### src/rtl/heater_sequencer.sv
// Supervisory sequencer for the bang-bang heater regulator: ramps the regulator
// threshold, qualifies settling, and latches over-temperature / runaway faults.
module heater_sequencer #(
  parameter int         TICK_CYCLES    = 50000000,
  parameter logic [7:0] RAMP_STEP      = 8'd2,
  parameter logic [7:0] BAND           = 8'd3,
  parameter int         SETTLE_TICKS   = 5,
  parameter int         RUNAWAY_TICKS  = 30,
  parameter logic [7:0] MIN_RISE       = 8'd2,
  parameter logic [7:0] MAX_TEMP       = 8'd250,
  parameter logic [7:0] DEFAULT_TARGET = 8'd180
) (
  input  logic       i_Clock50MHz,
  input  logic       i_Reset,
  input  logic       i_Enable,
  input  logic [7:0] i_Target,
  input  logic       i_Target_Load,
  input  logic [7:0] i_Live,
  input  logic       i_Regulator,
  input  logic       i_Fault_Clear,
  output logic [7:0] o_Thresh,
  output logic       o_Heater,
  output logic       o_Ready,
  output logic       o_Fault,
  output logic [2:0] o_State
);

  localparam int TW = (TICK_CYCLES > 1) ? $clog2(TICK_CYCLES) : 1;

  typedef enum logic [2:0] {
    IDLE   = 3'd0,
    RAMP   = 3'd1,
    SETTLE = 3'd2,
    HOLD   = 3'd3,
    FAULT  = 3'd4
  } state_t;

  state_t        state;
  logic [TW-1:0] tick_cnt;
  logic [7:0]    r_target;
  logic [7:0]    settle_cnt;
  logic [15:0]   wd_cnt;
  logic [7:0]    wd_ref;
  logic          wd_armed;

  logic       tick;
  logic       active;
  logic       overtemp;
  logic       in_band;
  logic       wd_arm_cond;
  logic       runaway_trip;
  logic [8:0] live_diff;
  logic [8:0] thresh_up;
  logic [8:0] thresh_dn;
  logic [8:0] target_up;
  logic [7:0] target_clamped;

  assign tick     = (tick_cnt == TW'(TICK_CYCLES - 1));
  assign active   = (state == RAMP) || (state == SETTLE) || (state == HOLD);
  assign overtemp = (i_Live > MAX_TEMP);

  assign live_diff = (i_Live >= r_target) ? ({1'b0, i_Live} - {1'b0, r_target})
                                          : ({1'b0, r_target} - {1'b0, i_Live});
  assign in_band   = (live_diff <= {1'b0, BAND});

  // HOLD is deliberately exempt: the regulator cycling around setpoint is normal there.
  assign wd_arm_cond  = ((state == RAMP) || (state == SETTLE)) && o_Heater && (i_Live < o_Thresh);
  assign runaway_trip = wd_arm_cond && wd_armed && tick &&
                        (wd_cnt == 16'(RUNAWAY_TICKS - 1)) &&
                        ({1'b0, i_Live} < ({1'b0, wd_ref} + {1'b0, MIN_RISE}));

  assign thresh_up      = {1'b0, o_Thresh} + {1'b0, RAMP_STEP};
  assign thresh_dn      = {1'b0, o_Thresh} - {1'b0, RAMP_STEP};
  assign target_up      = {1'b0, r_target} + {1'b0, RAMP_STEP};
  assign target_clamped = (i_Target > MAX_TEMP) ? MAX_TEMP : i_Target;

  assign o_State = state;

  always_ff @(posedge i_Clock50MHz) begin
    if (i_Reset) begin
      state      <= IDLE;
      tick_cnt   <= '0;
      r_target   <= DEFAULT_TARGET;
      settle_cnt <= '0;
      wd_cnt     <= '0;
      wd_ref     <= '0;
      wd_armed   <= 1'b0;
      o_Thresh   <= '0;
      o_Heater   <= 1'b0;
      o_Ready    <= 1'b0;
      o_Fault    <= 1'b0;
    end else begin
      tick_cnt <= tick ? '0 : tick_cnt + 1'b1;

      if (!wd_arm_cond) begin
        wd_armed <= 1'b0;
        wd_cnt   <= '0;
      end else if (!wd_armed) begin
        wd_armed <= 1'b1;
        wd_ref   <= i_Live;
        wd_cnt   <= '0;
      end else if (tick) begin
        if (wd_cnt == 16'(RUNAWAY_TICKS - 1)) begin
          wd_cnt <= '0;
          wd_ref <= i_Live;
        end else begin
          wd_cnt <= wd_cnt + 16'd1;
        end
      end

      if (overtemp || runaway_trip) begin
        state      <= FAULT;
        o_Fault    <= 1'b1;
        o_Heater   <= 1'b0;
        o_Thresh   <= '0;
        o_Ready    <= 1'b0;
        settle_cnt <= '0;
      end else if (!i_Enable && active) begin
        state      <= IDLE;
        o_Heater   <= 1'b0;
        o_Thresh   <= '0;
        o_Ready    <= 1'b0;
        settle_cnt <= '0;
      end else if (i_Target_Load && (state != FAULT)) begin
        r_target <= target_clamped;
        if (active) begin
          state      <= RAMP;
          o_Heater   <= i_Regulator;
          o_Ready    <= 1'b0;
          settle_cnt <= '0;
        end
      end else begin
        case (state)
          IDLE: begin
            o_Heater <= 1'b0;
            o_Thresh <= '0;
            if (i_Enable && (r_target != 8'd0)) begin
              state    <= RAMP;
              o_Thresh <= i_Live;
              o_Heater <= i_Regulator;
            end
          end
          RAMP: begin
            o_Heater <= i_Regulator;
            if (o_Thresh == r_target) begin
              state      <= SETTLE;
              settle_cnt <= '0;
            end else if (tick) begin
              if (o_Thresh < r_target)
                o_Thresh <= (thresh_up >= {1'b0, r_target}) ? r_target : thresh_up[7:0];
              else
                o_Thresh <= ({1'b0, o_Thresh} <= target_up) ? r_target : thresh_dn[7:0];
            end
          end
          SETTLE: begin
            o_Heater <= i_Regulator;
            if (tick) begin
              if (!in_band) begin
                settle_cnt <= '0;
              end else if (settle_cnt == 8'(SETTLE_TICKS - 1)) begin
                state      <= HOLD;
                o_Ready    <= 1'b1;
                settle_cnt <= '0;
              end else begin
                settle_cnt <= settle_cnt + 8'd1;
              end
            end
          end
          HOLD: begin
            o_Heater <= i_Regulator;
            o_Ready  <= 1'b1;
            if (tick && !in_band) begin
              state      <= SETTLE;
              o_Ready    <= 1'b0;
              settle_cnt <= '0;
            end
          end
          FAULT: begin
            o_Fault  <= 1'b1;
            o_Heater <= 1'b0;
            o_Thresh <= '0;
            o_Ready  <= 1'b0;
            if (i_Fault_Clear) begin
              state   <= IDLE;
              o_Fault <= 1'b0;
            end
          end
          default: begin
            state    <= IDLE;
            o_Heater <= 1'b0;
            o_Thresh <= '0;
            o_Ready  <= 1'b0;
          end
        endcase
      end
    end
  end

endmodule

### config.mk
export PLATFORM = sky130hd
export DESIGN_NAME = heater_sequencer
export DESIGN_NICKNAME = d
export VERILOG_FILES = /design/src/rtl/heater_sequencer.sv
export SDC_FILE = /design/constraint.sdc
export NUM_CORES = 1
export LEC_CHECK = 0
export ABC_AREA = 0
export ABC_CLOCK_PERIOD_IN_PS = 3950
export CORE_MARGIN = 8
export CORE_UTILIZATION = 43
export DETAILED_ROUTE_END_ITERATION = 8
export SETUP_SLACK_MARGIN = 0.05
export SYNTH_ARGS = -nofsm -noshare
export SYNTH_HDL_FRONTEND = slang
export SYNTH_SLANG_ARGS = --single-unit
### constraint.sdc
create_clock -name i_Clock50MHz -period 3.95 [get_ports i_Clock50MHz]
set_clock_uncertainty 0.15 [all_clocks]
set_input_delay 0.395 -clock i_Clock50MHz [delete_from_list [all_inputs] [get_ports i_Clock50MHz]]
set_output_delay 0.395 -clock i_Clock50MHz [all_outputs]
set_load 0.05 [all_outputs]
* After elaboration in Yosys (flattened, before gate mapping)
Cells that the tools add are included.
** Cells by class
- Add/subtract/negate cells :: 9
- Magnitude comparators :: 9
- Eq/ne operators :: 32
- Multiplexer cells :: 50
- Bitwise gates (word level) :: 6
- Reductions and logical operators :: 33
** Operators with widths (count)
- two-way mux 8 bit :: 17
- case mux 8 bit (3 select lines) :: 2
- two-way mux 3 bit :: 11
- adder 8 x 2 -> 9 bit (second input constant) :: 3
- adder 26 x 1 -> 26 bit (second input constant) :: 1
- equality test 26 bit (second input constant) :: 1
- subtractor 8 x 8 -> 9 bit :: 2
- adder 16 x 1 -> 16 bit (second input constant) :: 1
- equality test 16 x 5 -> 1 bit (second input constant) :: 1
- greater-than comparator 8 bit (second input constant) :: 2
- < comparator 8 bit :: 2
- two-way mux 16 bit :: 1
- AND reduction 8 bit :: 2
- two-way mux 1 bit :: 15
- != test 5 x 1 -> 1 bit (second input constant) :: 3
- case mux 3 bit (5 select lines) :: 1
- logical AND 1 bit :: 10
- != test 2 bit (second input constant) :: 5
- != test 5 x 2 -> 1 bit (second input constant) :: 2
- != test 5 bit (second input constant) :: 2
- AND reduction 5 bit :: 2
- >= comparator 9 x 8 -> 1 bit :: 1
- <= comparator 8 x 9 -> 1 bit :: 1
- <= comparator 9 x 2 -> 1 bit (second input constant) :: 1
- 28 further kinds :: 50
** Word-level totals
- Register bits after elaboration :: 81
- Input port bits :: 22
- Output and inout port bits :: 14
- Logic and storage cells :: 151

* Logic depth before layout (Yosys ltp)
Gate-level depths: netlist of the first run.
- Depth in word-level cells :: 11
- Mapped depth :: 14
- Gate-level depth less buffers :: 13

* Worst setup path before layout of the first run
No wires, ideal clock.
- Path type :: register to register
- Start :: reg o_Thresh[3]
- End :: reg o_Thresh[1]
- Setup time :: 0.086 ns
- Data arrival time :: 3.124 ns
- Data required time :: 3.714 ns
- Setup slack :: 0.590 ns
- Stages on the path, launching flop included :: 14
- Path buffers :: 1
- Period minus slack after synthesis :: 3.360 ns
- Path through :: dfxtp_1 > buf_2 > and3_1 > nand3_1 > xnor2_1 > ha_1 > nand3_1 > nor2_1 > a2111oi_2 > a21oi_2 > mux2i_2 > mux2i_1 > a221oi_1 > a211oi_1
** On the way
- Cells in the longest elaborated chain, start to end :: 8
- Elaborated cells on any way between the ends :: 21
- Those cells by class :: 1 x add/sub; 4 x order compare; 2 x eq/ne; 6 x mux; 8 x reduce/logical
** Ends and longest elaborated chain
- start: declaration :: RTL line 21 : output logic [7:0] o_Thresh,
- start signal: assignment :: RTL line 139 : o_Thresh <= i_Live;
- start signal: assignment :: RTL line 150 : o_Thresh <= (thresh_up >= {1'b0, r_target}) ? r_target : thresh_up[7:0];
- start signal: assignment :: RTL line 152 : o_Thresh <= ({1'b0, o_Thresh} <= target_up) ? r_target : thresh_dn[7:0];
- branches (longest 8 deep; another with adder 8 x 2 -> 9 bit)
Several ways; the timed one is not identified. The select of a mux whose other input is x is not followed.
A chain may end at the register's enable or synchronous reset.

* Worst setup path in the final report of the first run
- Start :: in i_Live[0]
- End :: reg settle_cnt[4]
** On the way
- Cells in the longest elaborated chain, start to end :: 8
- Elaborated cells on any way between the ends :: 23
- Those cells by class :: 2 x add/sub; 5 x order compare; 1 x eq/ne; 5 x mux; 10 x reduce/logical
** Ends and longest elaborated chain
- start: declaration :: RTL line 18 : input logic [7:0] i_Live,
- branches (longest 8 deep; another with subtractor 8 x 8 -> 9 bit)
- end signal: assignment :: RTL line 165 : settle_cnt <= settle_cnt + 8'd1;
- end: declaration :: RTL line 41 : logic [7:0] settle_cnt;
Several ways; the timed one is not identified. The select of a mux whose other input is x is not followed.

==> summary by stage, run 1 <==
GRT
Entering global routing, the biggest net connects 25 pins. The global-route total usage across every layer is 18.8%. Global routing finished with a remaining overflow of 0. The first global-routing pass estimated 27.8 mm of wire. The number of antenna violations at the first check in global routing is 0. The number of global-route vias before repair is 5565.

Detailed routing
After detailed routing, the total wire length is 17.0 mm. The routed layout has 5631 vias. The remaining number of nets flagged by the antenna check after routing is 0. Detailed routing placed a total of 684 um of wire on met3. The via count normalized by instance count is 5.69. After detailed routing, the wire length on met1 is 8.10 mm. The detailed-routed wire length on met2 is 7.85 mm. The routed wire length per instance is 17.2 um.

The highest routing layer actually used is met4. The DRC violation count after routing is 0. The first detailed-routing pass ran for 5 iterations. The first-iteration detailed-routing DRC count is 456.

STA
The number of pins with negative max-slew slack in the final report is 0. The final critical path takes up 91.6% of the cycle. Setup total negative slack on the finished layout was measured at 0 ps.

The hold violation count in the final report is 0. The setup violation total in the final timing report is 0. Once routing completed, OpenROAD measured the worst setup slack at 333 ps. The worst relative slew slack is 41.3%.

The clock period minus final worst setup slack is 3620 ps. The final-layout worst hold slack is 328 ps. The transition at the pin with the smallest max-transition slack is 881 ps. Setup repair after global routing left no endpoint under its margin. Derived from the worst setup path, the maximum achievable clock frequency is 277 MHz.

Setup path
The endpoint kind of the worst setup timing path is a flip-flop. For the worst setup path, the data arrival time is 3730 ps. The worst-path maximum fanout is 8. The signal on the critical path passes through clkdlybuf4s50_1 -> ha_1 -> fa_1 -> nand2b_1 -> a221oi_2 -> nor4b_1 -> nor4_1 -> nand4_1 -> a21oi_2 -> a311oi_1 -> or3_1 -> a21oi_1.

The data required time at the worst endpoint is 4060 ps. By startpoint and endpoint, the worst setup path is classified as in2reg. The number of cells on the worst reg-to-reg path is 12. The maximum single-stage delay on the critical path is 510 ps.

On the critical path, the stage with the largest delay is an instance of sky130_fd_sc_hd__or3_1. The kind of start point of the critical path is a primary input.

Finish
The cell area after layout is 0.00698 mm2. The area growth from synthesis to final layout is 15.5%. The number of fill cells is 1347. The multi-input gate area in the final layout is 0.00411 mm2. The number of cells in the finished layout apart from fillers is 990. For this run, the share of the core covered by cells in the final layout is 50.5%. The repair_antennas step left the layout with diodes totalling 0. The sequential cells in the finished layout cover a total of 0.00162 mm2. The net count of the finished layout is 890. The fraction of layout cells with a size suffix above 1 is 7.53%.

Synth
Multiplexer cells account for 1.57% of the synthesized area. The post-synthesis register bit count is 81. The cell area after synthesis is 0.00604 mm2. The count of unique library cells instantiated by Yosys is 75. The simple-gate area share of the yosys netlist is 25.6%. The synthesized netlist devotes 8.99% of its cell area to XOR and XNOR gates. Of the synthesized area, sequential elements account for 26.8%. The area fraction of the dominant cell type after synthesis is 26.8%. The synthesized netlist devotes 13.3% of its cell area to adder and majority cells. The net count after synthesis is 845. The number of flops mapped to enable cells by yosys is 0. The combinational family with the most area after synthesis is simple AND/OR/NAND/NOR gates. The main flop type after synthesis is sky130_fd_sc_hd__dfxtp_1. The proportion of register bits with asynchronous set or reset after synthesis is 0%. Yosys printed 0 warnings. Ranked by total cell area, the synthesized netlist is headed by sky130_fd_sc_hd__dfxtp_1 27%, sky130_fd_sc_hd__ha_1 13%, sky130_fd_sc_hd__nor2_1 6.2%, sky130_fd_sc_hd__xnor2_1 5.2%, sky130_fd_sc_hd__a21oi_1 4.4%. The synthesized netlist devotes 18.6% of its cell area to compound gates. The average instance area after synthesis is 7.95 um2. The number of instances in the synthesized netlist is 760. The largest area contributor in the netlist is sky130_fd_sc_hd__dfxtp_1.

Place
Detailed placement ended at an HPWL of 12.9 mm. Summing all placed instances gives a cell area of 0.00669 mm2. The number of input and output port buffers inserted is 35.

After detailed placement, the design holds a cell count of 974. The weighted congestion at the end of routability-driven global placement is 0.916. Prior to clock tree synthesis, the placed netlist has a worst setup slack of 8.41 ps.

Clock tree
The cell at the root of the clock tree is sky130_fd_sc_hd__clkbuf_16. Clock-pin slew was measured on the worst setup and hold paths at 60 ps. The H-tree generated during clock tree synthesis spans 3 levels.

The total clock sinks is 81. In this run the deepest clock path goes through 2 buffers. The clock buffer count from CTS is 9. Post-CTS repair changed the size of 0 cells.

The number of buffers added for setup after CTS is 0. In this run, post-CTS hold repair placed 0 buffers. The clock latency on the worst-skew pair is 340 ps. TritonCTS built the clock tree.

Power and ir drop
In this run the power density over the cells is 351 mW/mm2. The share of total power in combinational logic is 29.9%. In this run, the clock network consumes 33.5% of the power. Of the total power, registers draw 36.7%.

The switching fraction of total power is 34.7%. The leakage power is 2.71 nW. The overall power consumption is 2.45 mW. The switching power of the nets is 0.850 mW. The worst voltage drop across the vdd grid is 271 uV.

The internal power summed over all cells is 1.60 mW.

Die
The area of the placeable core is 0.0138 mm2. 36 I/O pins were placed. The floorplan step set the die height to 135 um.

The floorplan has 43 rows. The initial utilization of the core area, before any placement, comes to 43.7%. The die covers 0.0181 mm2. The width of the chip is 135 um.

Run
Max-cap violations in this run came to 0.

Worst hold path
Along the worst hold path, the cell count comes to 1. The worst min-delay path category is reg2reg.

Outcome
The run finished with clean final reports.
[critical path: cells and delay by family]
kind	cells	cell delay, ps
compound gates	4	940
simple gates	5	1210
fa+ha+maj	2	690
buf+inv	1	490
[cell type report]
| cell class | instances | share of cell area [%] |
|---|---|---|
| multi-input combinational | 607 | 58.9 |
| sequential | 81 | 23.2 |
| timing repair buffer | 63 | 8.21 |
| clock buffer | 10 | 3.42 |
| tap | 180 | 3.23 |
| inverter | 43 | 2.31 |
| clock inverter | 6 | 0.717 |
[state kept, by name, summed over array words and instances, names as in the netlist]
signal,flops
o_Heater,1
settle_cnt,8
tick_cnt,26
wd_cnt,16
o_State,3
o_Fault,1
o_Thresh,8
o_Ready,1
wd_armed,1
wd_ref,8
r_target,8
[layout by cell type (no fill, tap or decap), drive strengths merged, types with 26 or more instances in the layout]
cell type      synthesis  layout
ha                    61      61
o21ai                 27      27
nand2                 51      51
xor2                  26      26
buf                   15      28
clkdlybuf4s50          0      35
nand3                 43      43
nor2                  99      99
xnor2                 36      36
dfxtp                 81      81
a21oi                 55      55
inv                   43      46
[synth_stat cells, types with 3 or more instances]
cell type / n
sky130_fd_sc_hd__a211oi_1: 9
sky130_fd_sc_hd__a21o_1: 13
sky130_fd_sc_hd__a21oi_1: 53
sky130_fd_sc_hd__a31oi_1: 3
sky130_fd_sc_hd__a32oi_1: 4
sky130_fd_sc_hd__and2_1: 3
sky130_fd_sc_hd__and3_1: 21
sky130_fd_sc_hd__and4_1: 8
sky130_fd_sc_hd__buf_2: 8
sky130_fd_sc_hd__buf_6: 3
sky130_fd_sc_hd__clkbuf_1: 14
sky130_fd_sc_hd__dfxtp_1: 81
sky130_fd_sc_hd__ha_1: 61
sky130_fd_sc_hd__inv_1: 42
sky130_fd_sc_hd__mux2i_1: 7
sky130_fd_sc_hd__nand2_1: 51
sky130_fd_sc_hd__nand2b_1: 10
sky130_fd_sc_hd__nand3_1: 41
sky130_fd_sc_hd__nand4_1: 16
sky130_fd_sc_hd__nor2_1: 99
sky130_fd_sc_hd__nor2b_1: 5
sky130_fd_sc_hd__nor3_1: 15
sky130_fd_sc_hd__nor4_1: 6
sky130_fd_sc_hd__o2111ai_1: 3
sky130_fd_sc_hd__o211ai_1: 11
sky130_fd_sc_hd__o21a_1: 5
sky130_fd_sc_hd__o21ai_0: 25
sky130_fd_sc_hd__o21bai_1: 4
sky130_fd_sc_hd__o221ai_1: 3
sky130_fd_sc_hd__o31ai_1: 5
sky130_fd_sc_hd__or3_1: 10
sky130_fd_sc_hd__or4_1: 5
sky130_fd_sc_hd__xnor2_1: 36
sky130_fd_sc_hd__xor2_1: 26
[power groups by stage]
stage                     Sequential (mW)  Combinational, mW  Clock, mW
after floorplan                     0.938              0.474          0
after global routing                0.903              0.804      0.873
final                               0.898              0.731      0.819
after global placement              0.914              0.708          0
after detailed placement            0.915              0.721          0
after CTS                           0.897              0.725      0.836
[layer usage]
metal | global-route usage, % | vias up
met5 | 0 | -
met1 | 24.6 | 2666
li1 | - | 2821
met3 | 2.82 | 21
met4 | 6.67 | 0
met2 | 30.9 | 123
[path summary, 6_finish.rpt]
| check | slack, ps | endpoint | start |
|---|---|---|---|
| worst max-delay path | 330 | settle_cnt[4] | i_Live[0] |
| worst min-delay path | 330 | tick_cnt[0] | tick_cnt[0] |
| worst max register to register | 500 | o_Thresh[1] | o_Thresh[1] |
| worst min register to register | 330 | tick_cnt[0] | tick_cnt[0] |
[cell families (layout without fill, tap and decap cells)]
kind of cell | count (synthesis) | count (layout)
adder cells (fa/ha/maj) | 63 | 63
AND/OR/NAND/NOR | 307 | 307
AO/OA/AOI/OAI | 166 | 166
flip-flops | 81 | 81
multiplexers | 9 | 9
XOR/XNOR | 62 | 62
buffers and inverters | 72 | 122
Power figures use the tool's default switching activity.
==> inputs of run 2 (changes only) <==
Settings changed: ABC_CLOCK_PERIOD_IN_PS 3950 to 4600.
Clock period 3.95 ns to 4.6 ns, I/O delays scaled along.
==> run 2 against run 1 <==
Non-clock buffer count is 20 lower. Largest cell class unchanged. Routed wire length down 0.93%. Sequential power shrank 13%. Largest power group unchanged.
==> summary by stage, run 2 (synthesized netlist as in run 1, its figures left out) <==
Setup path
The cell family contributing the most delay on the critical path is compound AO/OA/AOI/OAI gates. The worst-path maximum fanout was 14 (+6). The maximum single-stage delay on the critical path is 590 ps (+80 ps). The critical path arrival is 4080 ps (+350 ps). The count of buffer and inverter cells on the critical path is 1 (unchanged). The slowest stage of the critical path belongs to the cell sky130_fd_sc_hd__clkdlybuf4s50_1. The signal on the critical path passes through clkdlybuf4s50_1 -> ha_1 -> fa_1 -> nand2b_1 -> a221oi_2 -> o21bai_1 -> a31o_2 -> nand4_1 -> a21oi_2 -> o31a_1 -> or4_1 -> a21oi_1. STA classifies the critical path startpoint as a primary input. The data required time at the worst endpoint is 4740 ps (+680 ps). The startpoint identified for the worst register-to-register timing path is r_target[1].

The category of the most critical setup path is in2reg. STA classifies the critical path endpoint as a flip-flop. The startpoint of the most critical setup path is i_Live[0].

Die
The area of the placeable core is 0.0138 mm2 (unchanged). The I/O pin total is 36 (unchanged). The width of the chip is 135 um (unchanged). The vertical die dimension is 135 um (unchanged). The initial core utilization was 43.7% (unchanged). The die footprint is 0.0181 mm2 (unchanged). The number of rows created at floorplan came to 43 (unchanged).

STA
The number of pins with negative max-slew slack in the final report is 0 (unchanged). In the finished design, the share of the clock period the worst path needs comes to 85.7%. The setup violation total in the final timing report came to 0 (unchanged). The clock period minus final worst setup slack is 3940 ps. Setup repair after global routing left no endpoint under its margin. The final-layout worst hold slack is 321 ps (-7.29 ps).

The worst relative slew slack is 44.6% (+3.4 points). Based on the critical path, the design can be clocked at up to 254 MHz. The total negative slack for setup checks is 0 ps (unchanged). The transition at the pin with the smallest max-transition slack was 823 ps (-58.0 ps). The worst path setup slack after routing is 658 ps (+325 ps). The hold violation count in the final report is 0 (unchanged).

Detailed routing
The length of routed met3 wiring is 732 um (+7.0%). The sum of routed wire length over all layers is 16.8 mm (-0.93%). The via count of the routed design is 5631 (unchanged). The remaining number of nets flagged by the antenna check after routing is 0 (unchanged). The met1 wire length came to 8.15 mm (+0.64%). The routed wire length per instance came to 17.3 um (+1.1%).

The DRC violation count after routing is 0 (unchanged). The number of iterations in the first detailed-routing pass is 5 (unchanged). The first-iteration detailed-routing DRC count is 471 (+3.3%). The via count normalized by instance count came to 5.81 (+2.1%). The detailed-routed wire length on met2 is 7.59 mm (-3.3%).

The highest routing layer actually used is met4.

Power and ir drop
The overall power consumption was 2.13 mW (-13%). The power density over cell area is 312 mW/mm2 (-11%). The leakage power came to 2.61 nW (-3.6%).

The worst voltage drop across the vdd grid is 178 uV (-34%).

Clock tree
The number of gates resized after cts is 0 (unchanged). The total clock sinks is 81 (unchanged). TritonCTS built the clock tree.

The clock buffer count from CTS is 9 (unchanged). The number of hold buffers added after cts is 0 (unchanged). The number of buffers added for setup after CTS came to 0 (unchanged). The clock latency on the worst-skew pair is 350 ps (about the same). The register clock-pin slew on the reported worst setup and hold paths is 70 ps (about the same).

The maximum buffer depth of the clock tree is 2 (unchanged). The tree is rooted in a sky130_fd_sc_hd__clkbuf_16. The deepest level of the CTS H-tree was 3 (unchanged).

GRT
The pin count of the biggest net entering global routing is 25 (unchanged). The first-pass GRT wire length was 27.7 mm (-0.30%). The number of global-route vias before repair is 5377 (-3.4%).

The global-route total usage across every layer was 18.9% (+0.039 points). The total congestion overflow after global routing is 0 (unchanged). The number of antenna violations at the first check in global routing came to 0 (unchanged).

Place
The worst-case setup slack after placement is 310 ps (+301 ps). The detailed placer's ending HPWL is 12.6 mm (-2.2%). The number of input and output port buffers inserted is 35 (unchanged). The weighted congestion at the end of routability-driven global placement is 0.928 (+1.3%).

Finish
The area growth from synthesis to layout is 13.0%. The net count of the finished layout was 870 (-2.2%). The largest registers in the layout are tick_cnt x26, wd_cnt x16.

In the layout the commonest cells are 99 x sky130_fd_sc_hd__nor2_1, 81 x sky130_fd_sc_hd__dfxtp_1, 61 x sky130_fd_sc_hd__ha_1. The flip-flop count of the largest register after layout is 26 (unchanged). The fraction of layout cells with a size suffix above 1 is 5.19% (-2.3 points).

The antenna diode count is 0 (unchanged). The commonest non-fill, non-tap cell in the layout is sky130_fd_sc_hd__nor2_1. The largest register by flop count is tick_cnt.

Worst hold path
The startpoint identified for the worst hold timing path is tick_cnt[0]. The tightest min-delay check is of the reg2reg type.

Outcome
The flow ran to the end, and the final reports show no timing, DRC or antenna violations.

Run
The count of maximum capacitance violations is 0 (unchanged).
## run 2: cell types whose count changed in the layout (fill, tap and decap cells not counted), sizes merged
cell / previous run / this run
bufinv: 0 / 1
buf: 28 / 8
clkbuf: 10 / 9
## run 2: per-layer routing
layer,global-route usage (%),vias up
met1,25.7,2675
met5,0,-
met3,2.45,23
li1,-,2783
met2,29.5,150
met4,7.61,0
## run 2: report_power, final
part | total (mW) | switching, mW | internal (mW)
Sequential | 0.785 | 0.0604 | 0.724
Combinational | 0.597 | 0.355 | 0.241
Clock | 0.748 | 0.324 | 0.425
## run 2: area by class of cell
cell class / instances / area (um2)
multi-input combinational: 607 / 4110
clock inverter: 7 / 73.8
clock buffer: 9 / 225
tap: 180 / 225
sequential: 81 / 1620
timing repair buffer: 43 / 410
inverter: 43 / 161
fill: 1375 / 7000
## run 2: final timing paths
check                  end  slack [ps]  depth (start not counted)
max          settle_cnt[7]         660                         12
min            tick_cnt[0]         320                          1
max reg2reg  settle_cnt[7]         740                         11
min reg2reg    tick_cnt[0]         320                          1
## run 2: worst reg2reg max path, cell delays in order, from the launching register on
cell and delay (ps):
sky130_fd_sc_hd__dfxtp_1 550, sky130_fd_sc_hd__inv_1 320, sky130_fd_sc_hd__fa_1 520, sky130_fd_sc_hd__nand2b_1 180, sky130_fd_sc_hd__a221oi_2 310, sky130_fd_sc_hd__o21bai_1 100
sky130_fd_sc_hd__a31o_2 250, sky130_fd_sc_hd__nand4_1 130, sky130_fd_sc_hd__a21oi_2 130, sky130_fd_sc_hd__o31a_1 460, sky130_fd_sc_hd__or4_1 560, sky130_fd_sc_hd__a21oi_1 150
## run 2: per-stage QoR
stage / utilization (%) / area [um2] / std cells
6_report: 49.4 / 6830 / 970
5_1_grt: 49.4 / 6830 / 970
4_1_cts: 49.4 / 6830 / 970
3_5_place_dp: 47.2 / 6530 / 954
3_3_place_gp: 47.2 / 6530 / 954
2_1_floorplan: - / 6040 / 760
